### config.mk
export PLATFORM = sky130hd
export DESIGN_NAME = i2c_angle_target
export DESIGN_NICKNAME = d
export VERILOG_FILES = /design/src/rtl/i2c_angle_target_pkg.sv /design/src/rtl/i2c_angle_target_pin_sync.sv /design/src/rtl/i2c_angle_target.sv
export SDC_FILE = /design/constraint.sdc
export NUM_CORES = 1
export LEC_CHECK = 0
export BUFFER_PORTS_ARGS = -buffer_cell sky130_fd_sc_hd__buf_4
export CAP_MARGIN = 20
export CORE_UTILIZATION = 50
export DETAILED_ROUTE_END_ITERATION = 10
export PLACE_DENSITY = 0.66
export SYNTH_ARGS = -nofsm -noshare
export SYNTH_HDL_FRONTEND = slang
export SYNTH_SLANG_ARGS = --single-unit
### constraint.sdc
create_clock -name clock -period 2.3 [get_ports clock]
set_clock_uncertainty 0.1 [all_clocks]
set_input_delay 0.575 -clock clock [delete_from_list [all_inputs] [get_ports clock]]
set_output_delay 0.575 -clock clock [all_outputs]
set_load 0.02 [all_outputs]
### src/rtl/i2c_angle_target_pkg.sv
// Shared I2C constants for the angle-encoder target and the pwm_ctrl initiator.
package i2c_angle_target_pkg;

    localparam logic [6:0] DEV_ADDR_DEFAULT = 7'h36;
    localparam logic [7:0] ANGLE_HI         = 8'h0E;
    localparam logic [7:0] ANGLE_LO         = 8'h0F;

    typedef enum logic [3:0] {
        ST_IDLE,
        ST_ADDR,
        ST_ADDR_ACK,
        ST_PTR,
        ST_PTR_ACK,
        ST_WRITE_IGN,
        ST_TX,
        ST_MACK,
        ST_IGNORE,
        ST_WAIT_STOP
    } i2c_state_t;

    // Register map of the emulated encoder: high nibble register, low byte register, zeros elsewhere.
    function automatic logic [7:0] angle_reg_byte(
        input logic [7:0]  ptr,
        input logic [11:0] ang,
        input logic [7:0]  hi_addr,
        input logic [7:0]  lo_addr
    );
        logic [7:0] result;
        result = '0;
        if (ptr == hi_addr)
            result = {4'h0, ang[11:8]};
        else if (ptr == lo_addr)
            result = ang[7:0];
        return result;
    endfunction

endpackage

### src/rtl/i2c_angle_target_pin_sync.sv
// Synchronizes the asynchronous sck/sda pins and detects sck edges plus START/STOP.
module i2c_pin_sync (
    input  logic clock,
    input  logic reset_n,
    input  logic sck,
    input  logic sda_in,
    output logic sda_level,
    output logic sck_rise,
    output logic sck_fall,
    output logic start_det,
    output logic stop_det
);

    // [0] first sync stage, [1] synchronized value, [2] previous synchronized value
    logic [2:0] sck_pipe;
    logic [2:0] sda_pipe;

    // Two-flop synchronizers plus history flop; reset to the idle (released) bus level.
    always_ff @(posedge clock) begin
        if (!reset_n) begin
            sck_pipe <= '1;
            sda_pipe <= '1;
        end else begin
            sck_pipe <= {sck_pipe[1:0], sck};
            sda_pipe <= {sda_pipe[1:0], sda_in};
        end
    end

    // Edge and bus-condition decode; START/STOP need sck high both before and now.
    always_comb begin
        sda_level = sda_pipe[1];
        sck_rise  = sck_pipe[1] & ~sck_pipe[2];
        sck_fall  = ~sck_pipe[1] & sck_pipe[2];
        start_det = sck_pipe[1] & sck_pipe[2] & sda_pipe[2] & ~sda_pipe[1];
        stop_det  = sck_pipe[1] & sck_pipe[2] & ~sda_pipe[2] & sda_pipe[1];
    end

endmodule

### src/rtl/i2c_angle_target.sv
// I2C target emulating the magnetic encoder's angle registers from a live 12-bit angle.
module i2c_angle_target
    import i2c_angle_target_pkg::*;
#(
    parameter logic [6:0] DEV_ADDR = DEV_ADDR_DEFAULT,
    parameter logic [7:0] HI_REG   = ANGLE_HI,
    parameter logic [7:0] LO_REG   = ANGLE_LO
) (
    input  logic        clock,
    input  logic        reset_n,
    input  logic        sck,
    input  logic        sda_in,
    output logic        sda_oe,
    input  logic [11:0] angle,
    output logic        busy,
    output logic        rd_done
);

    logic sda_level;
    logic sck_rise;
    logic sck_fall;
    logic start_det;
    logic stop_det;

    i2c_pin_sync u_pin_sync (
        .clock     (clock),
        .reset_n   (reset_n),
        .sck       (sck),
        .sda_in    (sda_in),
        .sda_level (sda_level),
        .sck_rise  (sck_rise),
        .sck_fall  (sck_fall),
        .start_det (start_det),
        .stop_det  (stop_det)
    );

    i2c_state_t  state;
    logic [3:0]  bit_cnt;
    logic [7:0]  shift;
    logic [7:0]  reg_ptr;
    logic [11:0] snap;
    logic [7:0]  first_byte;
    logic [7:0]  next_byte;

    // First read byte comes from the live angle (captured into snap on the same edge);
    // later bytes come from the snapshot so hi/lo never tear.
    always_comb begin
        first_byte = angle_reg_byte(reg_ptr, angle, HI_REG, LO_REG);
        next_byte  = angle_reg_byte(reg_ptr, snap, HI_REG, LO_REG);
    end

    // Protocol FSM; sda_oe only changes on sck falling edges, START/STOP override everything.
    always_ff @(posedge clock) begin
        if (!reset_n) begin
            state   <= ST_IDLE;
            bit_cnt <= '0;
            shift   <= '0;
            reg_ptr <= HI_REG;
            snap    <= '0;
            sda_oe  <= 1'b0;
            busy    <= 1'b0;
            rd_done <= 1'b0;
        end else begin
            rd_done <= 1'b0;
            if (stop_det) begin
                state   <= ST_IDLE;
                sda_oe  <= 1'b0;
                busy    <= 1'b0;
                bit_cnt <= '0;
            end else if (start_det) begin
                state   <= ST_ADDR;
                sda_oe  <= 1'b0;
                busy    <= 1'b0;
                bit_cnt <= '0;
            end else begin
                case (state)
                    ST_IDLE, ST_IGNORE, ST_WAIT_STOP: begin
                        sda_oe <= 1'b0;
                    end
                    ST_ADDR, ST_PTR, ST_WRITE_IGN: begin
                        if (sck_rise) begin
                            shift   <= {shift[6:0], sda_level};
                            bit_cnt <= bit_cnt + 4'd1;
                        end else if (sck_fall && bit_cnt == 4'd8) begin
                            bit_cnt <= '0;
                            if (state == ST_ADDR) begin
                                if (shift[7:1] == DEV_ADDR) begin
                                    state  <= ST_ADDR_ACK;
                                    sda_oe <= 1'b1;
                                    busy   <= 1'b1;
                                end else begin
                                    state  <= ST_IGNORE;
                                end
                            end else begin
                                if (state == ST_PTR)
                                    reg_ptr <= shift;
                                state  <= ST_PTR_ACK;
                                sda_oe <= 1'b1;
                            end
                        end
                    end
                    ST_ADDR_ACK: begin
                        if (sck_fall) begin
                            bit_cnt <= '0;
                            if (shift[0]) begin
                                snap   <= angle;
                                shift  <= first_byte;
                                sda_oe <= ~first_byte[7];
                                state  <= ST_TX;
                            end else begin
                                sda_oe <= 1'b0;
                                state  <= ST_PTR;
                            end
                        end
                    end
                    ST_PTR_ACK: begin
                        if (sck_fall) begin
                            sda_oe  <= 1'b0;
                            bit_cnt <= '0;
                            state   <= ST_WRITE_IGN;
                        end
                    end
                    ST_TX: begin
                        if (sck_rise) begin
                            bit_cnt <= bit_cnt + 4'd1;
                        end else if (sck_fall) begin
                            if (bit_cnt == 4'd8) begin
                                sda_oe  <= 1'b0;
                                bit_cnt <= '0;
                                state   <= ST_MACK;
                            end else begin
                                shift  <= {shift[6:0], 1'b0};
                                sda_oe <= ~shift[6];
                            end
                        end
                    end
                    ST_MACK: begin
                        // Pointer advances once per byte sent; the decision is made on the
                        // rise but the next byte is only driven on the following fall.
                        if (sck_rise) begin
                            reg_ptr <= reg_ptr + 8'd1;
                            if (sda_level) begin
                                rd_done <= 1'b1;
                                busy    <= 1'b0;
                                state   <= ST_WAIT_STOP;
                            end else begin
                                bit_cnt <= 4'd1;
                            end
                        end else if (sck_fall && bit_cnt == 4'd1) begin
                            shift   <= next_byte;
                            sda_oe  <= ~next_byte[7];
                            bit_cnt <= '0;
                            state   <= ST_TX;
                        end
                    end
                    default: begin
                        state  <= ST_IDLE;
                        sda_oe <= 1'b0;
                    end
                endcase
            end
        end
    end

endmodule

# Yosys cells after proc, flatten, opt, wreduce, memory -nomap -nowiden

Index checks and enable logic that the tools add are counted.

Flip-flop bits (word level): 45
Bits of input ports: 16
Output and inout bits: 3

$add $sub $neg: 2
Eq/ne operators: 50
Muxes and demuxes: 64
Bitwise operators: 20
Reductions and logical operators: 21

Operators by type and width:

| kind                  | number |
|---|---|
| $mux W8               | 17 |
| $mux W4               | 21 |
| $ne A3 B3 Y1 const B  | 13 |
| $ne A2 B2 Y1 const B  | 18 |
| $pmux W8 S4           | 1 |
| $reduce_and A10 Y1    | 3 |
| $pmux W4 S6           | 1 |
| $mux W1               | 19 |
| $eq A4 B3 Y1 const B  | 4 |
| $eq A8 B4 Y1 const B  | 2 |
| $pmux W4 S4           | 1 |
| $pmux W8 S2           | 1 |
| $reduce_and A7 Y1     | 2 |
| $not A1 Y1            | 13 |
| $eq A4 B4 Y1 const B  | 3 |
| $reduce_and A11 Y1    | 1 |
| $reduce_and A9 Y1     | 1 |
| $reduce_or A3 Y1      | 3 |
| $add A8 B1 Y8 const B | 1 |
| $eq A4 B1 Y1 const B  | 2 |
| $eq A4 B2 Y1 const B  | 2 |
| $reduce_and A8 Y1     | 1 |
| $reduce_bool A4 Y1    | 2 |
| $and A1 B1 Y1         | 7 |
| 15 further kinds      | 18 |

# Longest topological paths before layout

Gate-level depths: netlist (run 1).

Word-level depth: 7
Depth in mapped cells: 10
Mapped depth without buffers: 7

# Modules after synthesis

A second synthesis (run 1) with hierarchy kept.

Cells, all modules: 320
Area, all modules: 2676.3 µm²

By module, submodules not included:

| module           | instances | cells each | area each (µm²) |
|---|---|---|---|
| i2c_angle_target | 1         | 304        | 2486.1 |
| i2c_pin_sync     | 1         | 16         | 190.2 |

# Worst setup path after synthesis (run 1)

OpenSTA, ideal clock, no wires.

Path type: register to register
From: register u_pin_sync.sck_pipe[1]
To: register bit_cnt[2]
Setup time: 120 ps
Arrival time: 1882 ps
Required time: 2080 ps
Slack: 198 ps
Cell stages (with the launch flop): 8
Buffers on the path: 0
Cell sequence: dfxtp_1 > inv_1 > ha_1 > nand4bb_1 > o211a_1 > a2111o_1 > and2_0 > a211o_1

Longest elaborated chain between the ends: 5

RTL lines:

| what                                   | RTL line                                        | RTL |
|---|---|---|
| from (decl)                            | i2c_angle_target_pin_sync.sv:15                 | `logic [2:0] sck_pipe;` |
| from (signal assigned)                 | i2c_angle_target_pin_sync.sv:24                 | `sck_pipe <= {sck_pipe[1:0], sck};` |
| $not A1 Y1                             | i2c_angle_target_pin_sync.sv:33                 | `sck_fall = ~sck_pipe[1] & sck_pipe[2];` |
| $and A1 B1 Y1                          | i2c_angle_target_pin_sync.sv:33                 |  |
| $logic_and A1 B1 Y1 (on tied branches) | i2c_angle_target.sv:84, i2c_angle_target.sv:149 |  |
| $ne A3 B3 Y1 (no source line)          | -                                               |  |
| $reduce_and A7 Y1 (no source line)     | -                                               |  |
| to (signal assigned)                   | i2c_angle_target.sv:83                          | `bit_cnt <= bit_cnt + 4'd1;` |
| to (signal assigned)                   | i2c_angle_target.sv:125                         | `bit_cnt <= bit_cnt + 4'd1;` |
| to (decl)                              | i2c_angle_target.sv:38                          | `logic [3:0] bit_cnt;` |

Several ways; a longest one is shown, not always the timed one.
A chain may end at the register's enable or synchronous reset.

# Worst setup path after layout (run 1)

From: register bit_cnt[1]
To: register bit_cnt[2]

Longest elaborated chain between the ends: 4

RTL lines:

| what |
|---|
| branches (longest 4 deep; another with $add A4 B1 Y4) |

Parallel ways; which one is timed is not known.

==> impl_metrics.csv, run 1 <==
group,metric,value,unit
timing,setup_violations,0,
hold_path,worstHoldPathType,"flip-flop to flip-flop",
clock_tree,cts_made_buffers,5,
worst_setup_path,r2r_start,"bit_cnt[1]$_SDFFE_PP0P_",
timing,min_period,2.14,ns
clock_tree,cts_hold_buffers,0,
synthesis,yosys_register_bits,45,
worst_setup_path,rr_endpoint,"bit_cnt[2]$_SDFFE_PP0P_",
worst_setup_path,critPathCaptureType,"flip-flop",
worst_setup_path,reg2regPathDepth,7,
drt,via_per_inst,6.08,
worst_setup_path,worst-setup-path-type,"flip-flop to flip-flop",
timing,timing.fmax,466,MHz
hold_path,hp-start,"u_pin_sync.sda_pipe[0]$_SDFF_PN1_",
floorplan,row_count,26,
worst_setup_path,critPathLaunchType,"flip-flop",
synthesis,synth_top_area_share,32.6,%
synthesis,yosysSeqAreaShare,32.6,%
floorplan,die_area,5820,um^2
synthesis,async_flop_share,0,%
floorplan,io_pins,19,
timing,final_max_slew_viol_count,0,
worst_setup_path,crit_required,2.40,ns
pwr,p_leak,1.25,nW
finish,area_growth,15.7,%
clock_tree,cts_tree,"done",
grt,grt_pass1_wl,12100,um
timing,rsz0062_at_grt,"false",
synthesis,synth_area_leader_cell,"dfxtp_1",
synthesis,synthFlopType,"dfxtp_1",
synthesis,netlist_area,2760,um^2
clock_tree,cts.sinks,45,
synthesis,synth_nets,360,
synthesis,yosysMostFrequentCell,"dfxtp_1",
hold_path,whs_endpoint,"u_pin_sync.sda_pipe[1]$_SDFF_PN1_",
finish,nFillCells,480,
grt,antenna_found_initial,0,
floorplan,fp.dieH,76.3,um
run,cap_viol_max_count,0,
worst_setup_path,cp.arrival,2.24,ns
timing,fin_hold_ws,0.311,ns
placement,dpl_cell_area,3080,um^2
timing,worst_slew_pin_slew,0.469,ns
synthesis,synth_common_cells,"45 x dfxtp_1, 29 x nand2_1, 25 x nor2_1, 23 x a21oi_1, 19 x nand3_1",
clock_tree,clkSlewWorstSetupHoldPaths,0.09,ns
finish,fin_nets,390,
synthesis,avgSynthCellArea,8.21,um^2
placement,placed_cells_incl_taps,429,
drt,ant_nets,0,
drt,drtIter0Drc,253,
status,status,"finished, final reports clean",
clock_tree,cts_root_buf,"clkbuf_8",
timing,fin_tns_setup,0,ns
drt,wl_per_cell,16.6,um
timing,hold_viol,0,
drt,post-route-drc-count,0,
synthesis,synth-edff-count,0,
finish,finalNonFillerCells,437,
floorplan,start_util,53.0,%
synthesis,synth_cell_types,57,
clock_tree,clk_latency,0.30,ns
floorplan,die_x,76.3,um
placement,gp_congestion,0.873,
worst_setup_path,cpPeakStageDelay,0.42,ns
synthesis,synthCells,336,
pwr,ir_drop,0.000258,V
worst_setup_path,crit_slowest_cell,"a2111o_1",
finish,final_layout_size_suffix_gt1_share,17.2,%
synthesis,ys.warnings.count,0,
drt,wl,7250,um
drt,first_pass_iters,6,
timing,slew_headroom,68.7,%
placement,io_buffer_count,18,
hold_path,holdPathStages,1,
placement,hpwlAfterDp,5190,um
grt,grt_pass1_vias,2394,
timing,final.period_utilization,93.2,%
clock_tree,ctsLongestPathBuffers,2,
floorplan,fp.coreArea,5200,um^2
clock_tree,htree_num_levels,2,
grt,grt_max_degree,25,
finish,n_antenna_cell,0,
worst_setup_path,crit_fanout,6,
drt,vias,2655,
worst_setup_path,worstPathCellList,"inv_1 > ha_1 > nand3b_1 > a22o_1 > a2111o_1 > and2_0 > a211o_1",
pwr,powerDensity,456,nW/um^2
worst_setup_path,r2r_setup_slack,0.16,ns
synthesis,synth_area_leaders,"dfxtp_1 33%, mux2i_1 5.4%, a21oi_1 4.2%",
pwr,power,1.46,mW
grt,overflow,0,
grt,grt_usage,25.8,%
finish,final_area,3190,um^2
==> report_power, final <==
part / total [mW] / internal [mW] / switching, mW
logic: 0.148 / 0.0673 / 0.0802
registers: 0.808 / 0.792 / 0.0164
clock network: 0.502 / 0.216 / 0.286
==> registers in the layout, summed over array words and instances (netlist names) <==
name / flops
busy: 1
shift: 8
sda_oe: 1
u_pin_sync.sda_pipe: 3
snap: 12
state: 4
reg_ptr: 8
u_pin_sync.sck_pipe: 3
rd_done: 1
bit_cnt: 4
==> layout make-up <==
| class | instances | area, um^2 | area share, % |
|---|---|---|---|
| multi-input combinational | 256 | 1720 | 54.0 |
| sequential | 45 | 902 | 28.3 |
| timing repair buffer | 46 | 345 | 10.8 |
| tap | 70 | 87.6 | 2.74 |
| clock buffer | 5 | 68.8 | 2.16 |
| inverter | 12 | 45.0 | 1.41 |
| clock inverter | 3 | 21.3 | 0.666 |
==> per-stage QoR <==
step | setup slack (ns) | utilization (%)
2_1_floorplan | 0.198 | -
3_3_place_gp | 0.183 | 59.2
3_5_place_dp | 0.161 | 59.2
4_1_cts | 0.139 | 60.9
5_1_grt | 0.00215 | 61.3
6_report | 0.156 | 61.3
==> worst max-delay path by stage <==
stage / endpoint / from / slack [ns] / cells past startpoint
floorplan: bit_cnt[2]$_SDFFE_PP0P_ / u_pin_sync.sck_pipe[1]$_SDFF_PN1_ / 0.20 / 7
finish: bit_cnt[2]$_SDFFE_PP0P_ / bit_cnt[1]$_SDFFE_PP0P_ / 0.16 / 7
CTS: bit_cnt[2]$_SDFFE_PP0P_ / bit_cnt[0]$_SDFFE_PP0P_ / 0.14 / 6
global placement: reg_ptr[5]$_SDFFE_PN0P_ / u_pin_sync.sck_pipe[2]$_SDFF_PN1_ / 0.18 / 8
global route: reg_ptr[2]$_SDFFE_PN1P_ / u_pin_sync.sck_pipe[1]$_SDFF_PN1_ / 0.002 / 9
detailed placement: bit_cnt[2]$_SDFFE_PP0P_ / u_pin_sync.sck_pipe[1]$_SDFF_PN1_ / 0.16 / 7
==> cell families (layout without fill, tap and decap cells) <==
group,after synthesis,count (layout),synth area share [%]
adder cells (fa/ha/maj),8,8,3.63
flip-flops,45,45,32.6
AO/OA/AOI/OAI,106,106,27.5
buffers and inverters,35,66,5.71
XOR/XNOR,2,2,0.635
multiplexers,15,15,5.44
AND/OR/NAND/NOR,125,125,24.5
==> cells in the final DEF (no fill, tap or decap), types with 11 or more instances in the layout <==
master / count
mux2i_1: 15
a211oi_1: 11
inv_1: 11
a21oi_1: 23
a32oi_1: 12
nor2_1: 25
o21ai_0: 17
nand3_1: 19
nand2_1: 29
nand2b_1: 12
buf_4: 46
dfxtp_1: 44
==> critical path, delay by kind of cell, from the launching register on <==
family | cells | cell delay [ns]
buffers and inverters | 1 | 0.09
AO/OA/AOI/OAI | 3 | 0.96
adder cells (fa/ha/maj) | 1 | 0.17
flip-flops | 1 | 0.35
AND/OR/NAND/NOR | 2 | 0.36
==> routing by layer <==
metal,track usage [%],part of all wire [%],vias to the layer above
li1,-,-,1318
met1,38.6,51,1242
met2,36.6,43,91
met3,6.47,6.2,4
met4,6.35,0.47,0
met5,0,0,-
==> timing repair <==
item	4_1_cts	5_1_grt
resized for setup	0	4
endpoints found under the hold margin	0	0
setup endpoints to repair	0	8
buffers inserted	0	0
(Power assumes the default switching activity.)
==> run 2, diff against run 1 <==
SLEW_MARGIN = 20   (was unset)
clock period = 2.1 ns   (was 2.3 ns; I/O delays follow)
==> run 2 against run 1 <==
Effect of this change: via count up 4.9%; count of clock-buffer cells in the layout increased by 2; register-to-register slack worse by 0.14 ns; sequential power rose by 9.5%; largest cell class unchanged; fmax grew 2.8%; utilization grew 3.9 points; largest power group unchanged; setup slack got worse by 0.14 ns; non-clock buffer count grew 17; routed wire length is 3.0% higher; worst hold slack worse by 0.0023 ns; total power grew 19%.
==> impl_metrics.csv, run 2 (synthesis gave the netlist of run 1 again) <==
group,metric,value,unit
placement,gp_congestion,0.920,
worst_setup_path,cp.arrival,2.16,ns
drt,wl,7470,um
timing,final.period_utilization,99.3,%
clock_tree,clk_latency,0.29,ns
run,cap_viol_max_count,0,
worst_setup_path,critPathLaunchType,"flip-flop",
clock_tree,htree_num_levels,2,
timing,timing.fmax,480,MHz
finish,regMostFlops,"snap",
pwr,power,1.73,mW
grt,grt_pass1_vias,2571,
floorplan,io_pins,19,
pwr,powerDensity,509,nW/um^2
pwr,power_switching,0.391,mW
drt,ant_nets,0,
grt,antenna_found_initial,0,
timing,fin_hold_ws,0.309,ns
drt,post-route-drc-count,0,
drt,via_per_inst,6.14,
drt,first_pass_iters,5,
clock_tree,ctsLongestPathBuffers,2,
floorplan,fp.dieH,76.3,um
timing,slew_headroom,69.9,%
grt,grt_max_degree,25,
finish,final_cell_mix,"61 x buf_4, 39 x dfxtp_1, 29 x nand2_1",
drt,drtIter0Drc,206,
pwr,internal-power,1.34,mW
timing,setup_ws,0.0147,ns
floorplan,start_util,53.0,%
timing,final_max_slew_viol_count,0,
worst_setup_path,critPathCaptureType,"flip-flop",
pwr,pwr-share-seq,51.2,%
worst_setup_path,crit_fanout,3,
pwr,ir_drop,0.000511,V
clock_tree,clkSlewWorstSetupHoldPaths,0.07,ns
timing,fin_tns_setup,0,ns
grt,grt_pass1_wl,12500,um
clock_tree,cts_tree,"done",
timing,min_period,2.09,ns
hold_path,worstHoldPathType,"flip-flop to flip-flop",
finish,final_util,65.2,%
placement,place_ws,-0.0268,ns
clock_tree,cts.sinks,45,
grt,grt_usage,26.2,%
finish,fin_nets,407,
pwr,combinationalPowerShare,10.0,%
finish,final_layout_size_suffix_gt1_share,23.2,%
grt,overflow,0,
placement,io_buffer_count,18,
drt,wl_per_cell,16.5,um
finish,largest_register_ffs,12,
placement,hpwlAfterDp,5470,um
pwr,switching_share,22.6,%
finish,n_antenna_cell,0,
floorplan,die_x,76.3,um
pwr,p_leak,1.36,nW
status,status,"finished, final reports clean",
floorplan,row_count,26,
finish,top_regs,"snap x12, reg_ptr x8, shift x8",
timing,hold_viol,0,
clock_tree,cts_made_buffers,5,
finish,layout_commonest_cell,"buf_4",
timing,setup_violations,0,
worst_setup_path,crit_required,2.18,ns
timing,worst_slew_pin_slew,0.448,ns
drt,vias,2786,
finish,area_growth,23.0,%
floorplan,die_area,5820,um^2
pwr,clkPwrFrac,38.8,%
clock_tree,cts_root_buf,"clkbuf_8",
clock_tree,cts_hold_buffers,0,
floorplan,fp.coreArea,5200,um^2
worst_setup_path,worst-setup-path-type,"flip-flop to flip-flop",
-- run 2: cell type report --
class                   count  area (um^2)
clock buffers               7         86.3
clock inverters             1         30.0
fillers                   474         1810
inverters                  12         45.0
multi-input cells         256         1740
flip-flops and latches     45          911
well taps                  70         87.6
repair buffers             63          498
-- run 2: critical path, stage by stage (launching register included) --
cell and delay [ns]:
dfxtp_2 0.34, inv_2 0.07, ha_2 0.18, nand3b_1 0.17, a22o_1 0.28, a2111o_1 0.40, and2_1 0.16, a211o_1 0.28
-- run 2: final timing paths --
path,slack [ns],depth (start not counted),end,start
worst min register to register,0.31,1,u_pin_sync.sck_pipe[1]$_SDFF_PN1_,u_pin_sync.sck_pipe[0]$_SDFF_PN1_
worst min-delay path,0.31,1,u_pin_sync.sck_pipe[1]$_SDFF_PN1_,u_pin_sync.sck_pipe[0]$_SDFF_PN1_
worst max-delay path,0.01,7,bit_cnt[2]$_SDFFE_PP0P_,bit_cnt[1]$_SDFFE_PP0P_
worst max register to register,0.01,7,bit_cnt[2]$_SDFFE_PP0P_,bit_cnt[1]$_SDFFE_PP0P_
-- run 2: routing by layer --
| metal | vias up | part of all wire (%) | GRT usage [%] |
|---|---|---|---|
| met3 | 4 | 4.7 | 3.71 |
| met1 | 1334 | 53 | 40.8 |
| li1 | 1358 | - | - |
| met2 | 90 | 42 | 37.9 |
| met4 | 0 | 0.37 | 4.81 |
| met5 | - | 0 | 0 |
-- run 2: what timing repair did --
item | in CTS | in global routing
buffers inserted | 0 | 1
gates cloned | 0 | 0
pin swaps | 1 | 7
resized for setup | 1 | 17
setup endpoints to repair | 2 | 15
-- run 2: power groups by stage --
| stage | Clock (mW) | Combinational (mW) | Sequential (mW) |
|---|---|---|---|
| 4_1_cts | 0.686 | 0.168 | 0.884 |
| 6_report | 0.671 | 0.174 | 0.885 |
| 3_5_place_dp | 0 | 0.167 | 0.904 |
| 2_1_floorplan | 0 | 0.0980 | 0.896 |
| 5_1_grt | 0.725 | 0.190 | 0.887 |
| 3_3_place_gp | 0 | 0.166 | 0.904 |
-- run 2: stage by stage --
stage               area, um^2  std cells
floorplan                 2760        336
global placement          3230        445
detailed placement        3230        445
CTS                       3350        453
global route              3390        454
finish                    3390        454
==> run 3, diff against run 2 <==
MAX_ROUTING_LAYER = met4   (was unset)
==> run 3 against run 2 <==
Effect of this change: worst hold slack got worse by 0.0025 ns; critical endpoint unchanged; clock power increased by 2%; sequential share of layout area decreased by 0.18 points; routed wire length increased by 0.96%; highest routed layer unchanged; die area unchanged; largest cell class unchanged; sequential power about the same; first-iteration DRC count increased by 40%.
==> impl_metrics.csv, run 3 (synthesis gave the netlist of run 1 again) <==
group,metric,value,unit
timing,timing.fmax,498,MHz
worst_setup_path,worst-setup-path-type,"flip-flop to flip-flop",
drt,wl_per_cell,16.5,um
worst_setup_path,critPathCapture,"bit_cnt[2]$_SDFFE_PP0P_",
finish,final_cell_mix,"64 x buf_4, 42 x dfxtp_1, 29 x nand2_1",
clock_tree,cts_hold_buffers,0,
clock_tree,htree_num_levels,2,
finish,final_area,3400,um^2
pwr,ir_drop,0.000389,V
run,cap_viol_max_count,0,
grt,top_usage_layer,"met1",
grt,grt_pass1_vias,2548,
hold_path,worstHoldPathType,"input port to flip-flop",
worst_setup_path,path_depth,5,
timing,hold_viol,0,
grt,groute.layer.met1.usage,40.8,%
clock_tree,ctsLongestPathBuffers,2,
timing,final_max_slew_viol_count,0,
pwr,p_leak,1.37,nW
placement,placed_cells_incl_taps,444,
finish,layout_commonest_cell,"buf_4",
timing,fin_tns_setup,0,ns
timing,setup_ws,0.0933,ns
worst_setup_path,cp.arrival,2.09,ns
placement,dpl_cell_area,3210,um^2
floorplan,io_pins,19,
clock_tree,cts.sinks,45,
worst_setup_path,cpPeakStageDelay,0.48,ns
clock_tree,cts_root_buf,"clkbuf_8",
timing,final.period_utilization,95.6,%
drt,via_per_inst,6.11,
worst_setup_path,critPathCaptureType,"flip-flop",
pwr,clkPwrFrac,39.1,%
worst_setup_path,critPathLaunchType,"flip-flop",
grt,grt_max_degree,25,
drt,post-route-drc-count,0,
finish,final_util,65.4,%
worst_setup_path,crit_slowest_cell,"dfxtp_1",
timing,min_period,2.01,ns
worst_setup_path,crit_required,2.19,ns
placement,place_ws,-0.0248,ns
placement,io_buffer_count,18,
finish,regMostFlops,"snap",
grt,grt_pass1_wl,12700,um
worst_setup_path,reg2regPathDepth,5,
clock_tree,clk_latency,0.30,ns
drt,wl,7540,um
pwr,pwr-share-seq,50.8,%
pwr,power_switching,0.405,mW
floorplan,die_area,5820,um^2
grt,grtUsageMet3,4.79,%
finish,final_layout_size_suffix_gt1_share,23.1,%
grt,grt_usage,27.6,%
finish,area_growth,23.3,%
worst_setup_path,r2r_setup_slack,0.09,ns
finish,largest_register_ffs,12,
finish,n_antenna_cell,0,
worst_setup_path,crit_fanout,6,
timing,setup_violations,0,
finish,fin_nets,409,
worst_setup_path,critical_path.top_delay_family,"compound AO/OA/AOI/OAI gates",
worst_setup_path,critPathBufInv,0,
floorplan,start_util,53.0,%
finish,finalNonFillerCells,456,
floorplan,die_x,76.3,um
placement,gp_congestion,0.911,
worst_setup_path,r2r_start,"state[3]$_SDFFE_PP0P_",
status,status,"finished, final reports clean",
pwr,switching_share,23.2,%
grt,overflow,0,
drt,vias,2787,
grt,gr-usage-met2,38.0,%
clock_tree,clkSlewWorstSetupHoldPaths,0.09,ns
placement,hpwlAfterDp,5340,um
pwr,powerDensity,512,nW/um^2
finish,top_regs,"snap x12, reg_ptr x8, shift x8",
timing,slew_headroom,68.8,%
worst_setup_path,startpoint,"state[3]$_SDFFE_PP0P_",
drt,drtIter0Drc,289,
clock_tree,cts_tree,"done",
floorplan,row_count,26,
pwr,combinationalPowerShare,10.1,%
timing,worst_slew_pin_slew,0.464,ns
grt,antenna_found_initial,0,
worst_setup_path,rr_endpoint,"bit_cnt[2]$_SDFFE_PP0P_",
drt,ant_nets,0,
pwr,internal-power,1.34,mW
floorplan,fp.dieH,76.3,um
worst_setup_path,worstPathCellList,"and4b_1 > o211a_1 > a2111o_1 > and2_4 > a211o_1",
drt,first_pass_iters,5,
clock_tree,cts_made_buffers,5,
floorplan,fp.coreArea,5200,um^2
-- run 3: layout make-up --
class	instances	area, um^2
fill	453	1800
clock buffer	7	86.3
sequential	45	907
tap	70	87.6
timing repair buffer	65	500
inverter	12	47.5
clock inverter	1	30.0
multi-input combinational	256	1740
-- run 3: metrics by stage --
step	hold WS, ns	total power, mW
floorplan	0.286	0.994
global placement	0.293	1.07
detailed placement	0.292	1.07
CTS	0.305	1.75
global route	0.306	1.82
finish	0.307	1.74
-- run 3: worst min-delay path by stage --
stage | to | depth (start not counted) | slack [ns] | from
final | u_pin_sync.sda_pipe[0]$_SDFF_PN1_ | 2 | 0.31 | sda_in
after global routing | u_pin_sync.sda_pipe[0]$_SDFF_PN1_ | 2 | 0.31 | sda_in
after CTS | u_pin_sync.sda_pipe[0]$_SDFF_PN1_ | 2 | 0.30 | sda_in
after detailed placement | u_pin_sync.sck_pipe[1]$_SDFF_PN1_ | 1 | 0.29 | u_pin_sync.sck_pipe[0]$_SDFF_PN1_
after global placement | u_pin_sync.sda_pipe[1]$_SDFF_PN1_ | 1 | 0.29 | u_pin_sync.sda_pipe[0]$_SDFF_PN1_
after floorplan | u_pin_sync.sck_pipe[1]$_SDFF_PN1_ | 1 | 0.29 | u_pin_sync.sck_pipe[0]$_SDFF_PN1_
-- run 3: layer usage --
layer | routed length (um) | part of all wire (%)
met5 | 0 | 0
met2 | 3240 | 43
met3 | 481 | 6.4
met4 | 70 | 0.93
met1 | 3750 | 50
-- run 3: repair_timing --
item,4_1_cts,5_1_grt
setup buffers,1,3
endpoints found under the setup margin,2,22
gates cloned,0,0
pin swaps,1,9
resized for setup,1,16
-- run 3: power by group through the flow --
stage               clock, mW  sequential, mW  combinational [mW]
CTS                     0.697           0.885               0.167
finish                  0.682           0.886               0.176
global route            0.736           0.888               0.194
floorplan                   0           0.896              0.0980
global placement            0           0.905               0.165
detailed placement          0           0.905               0.165
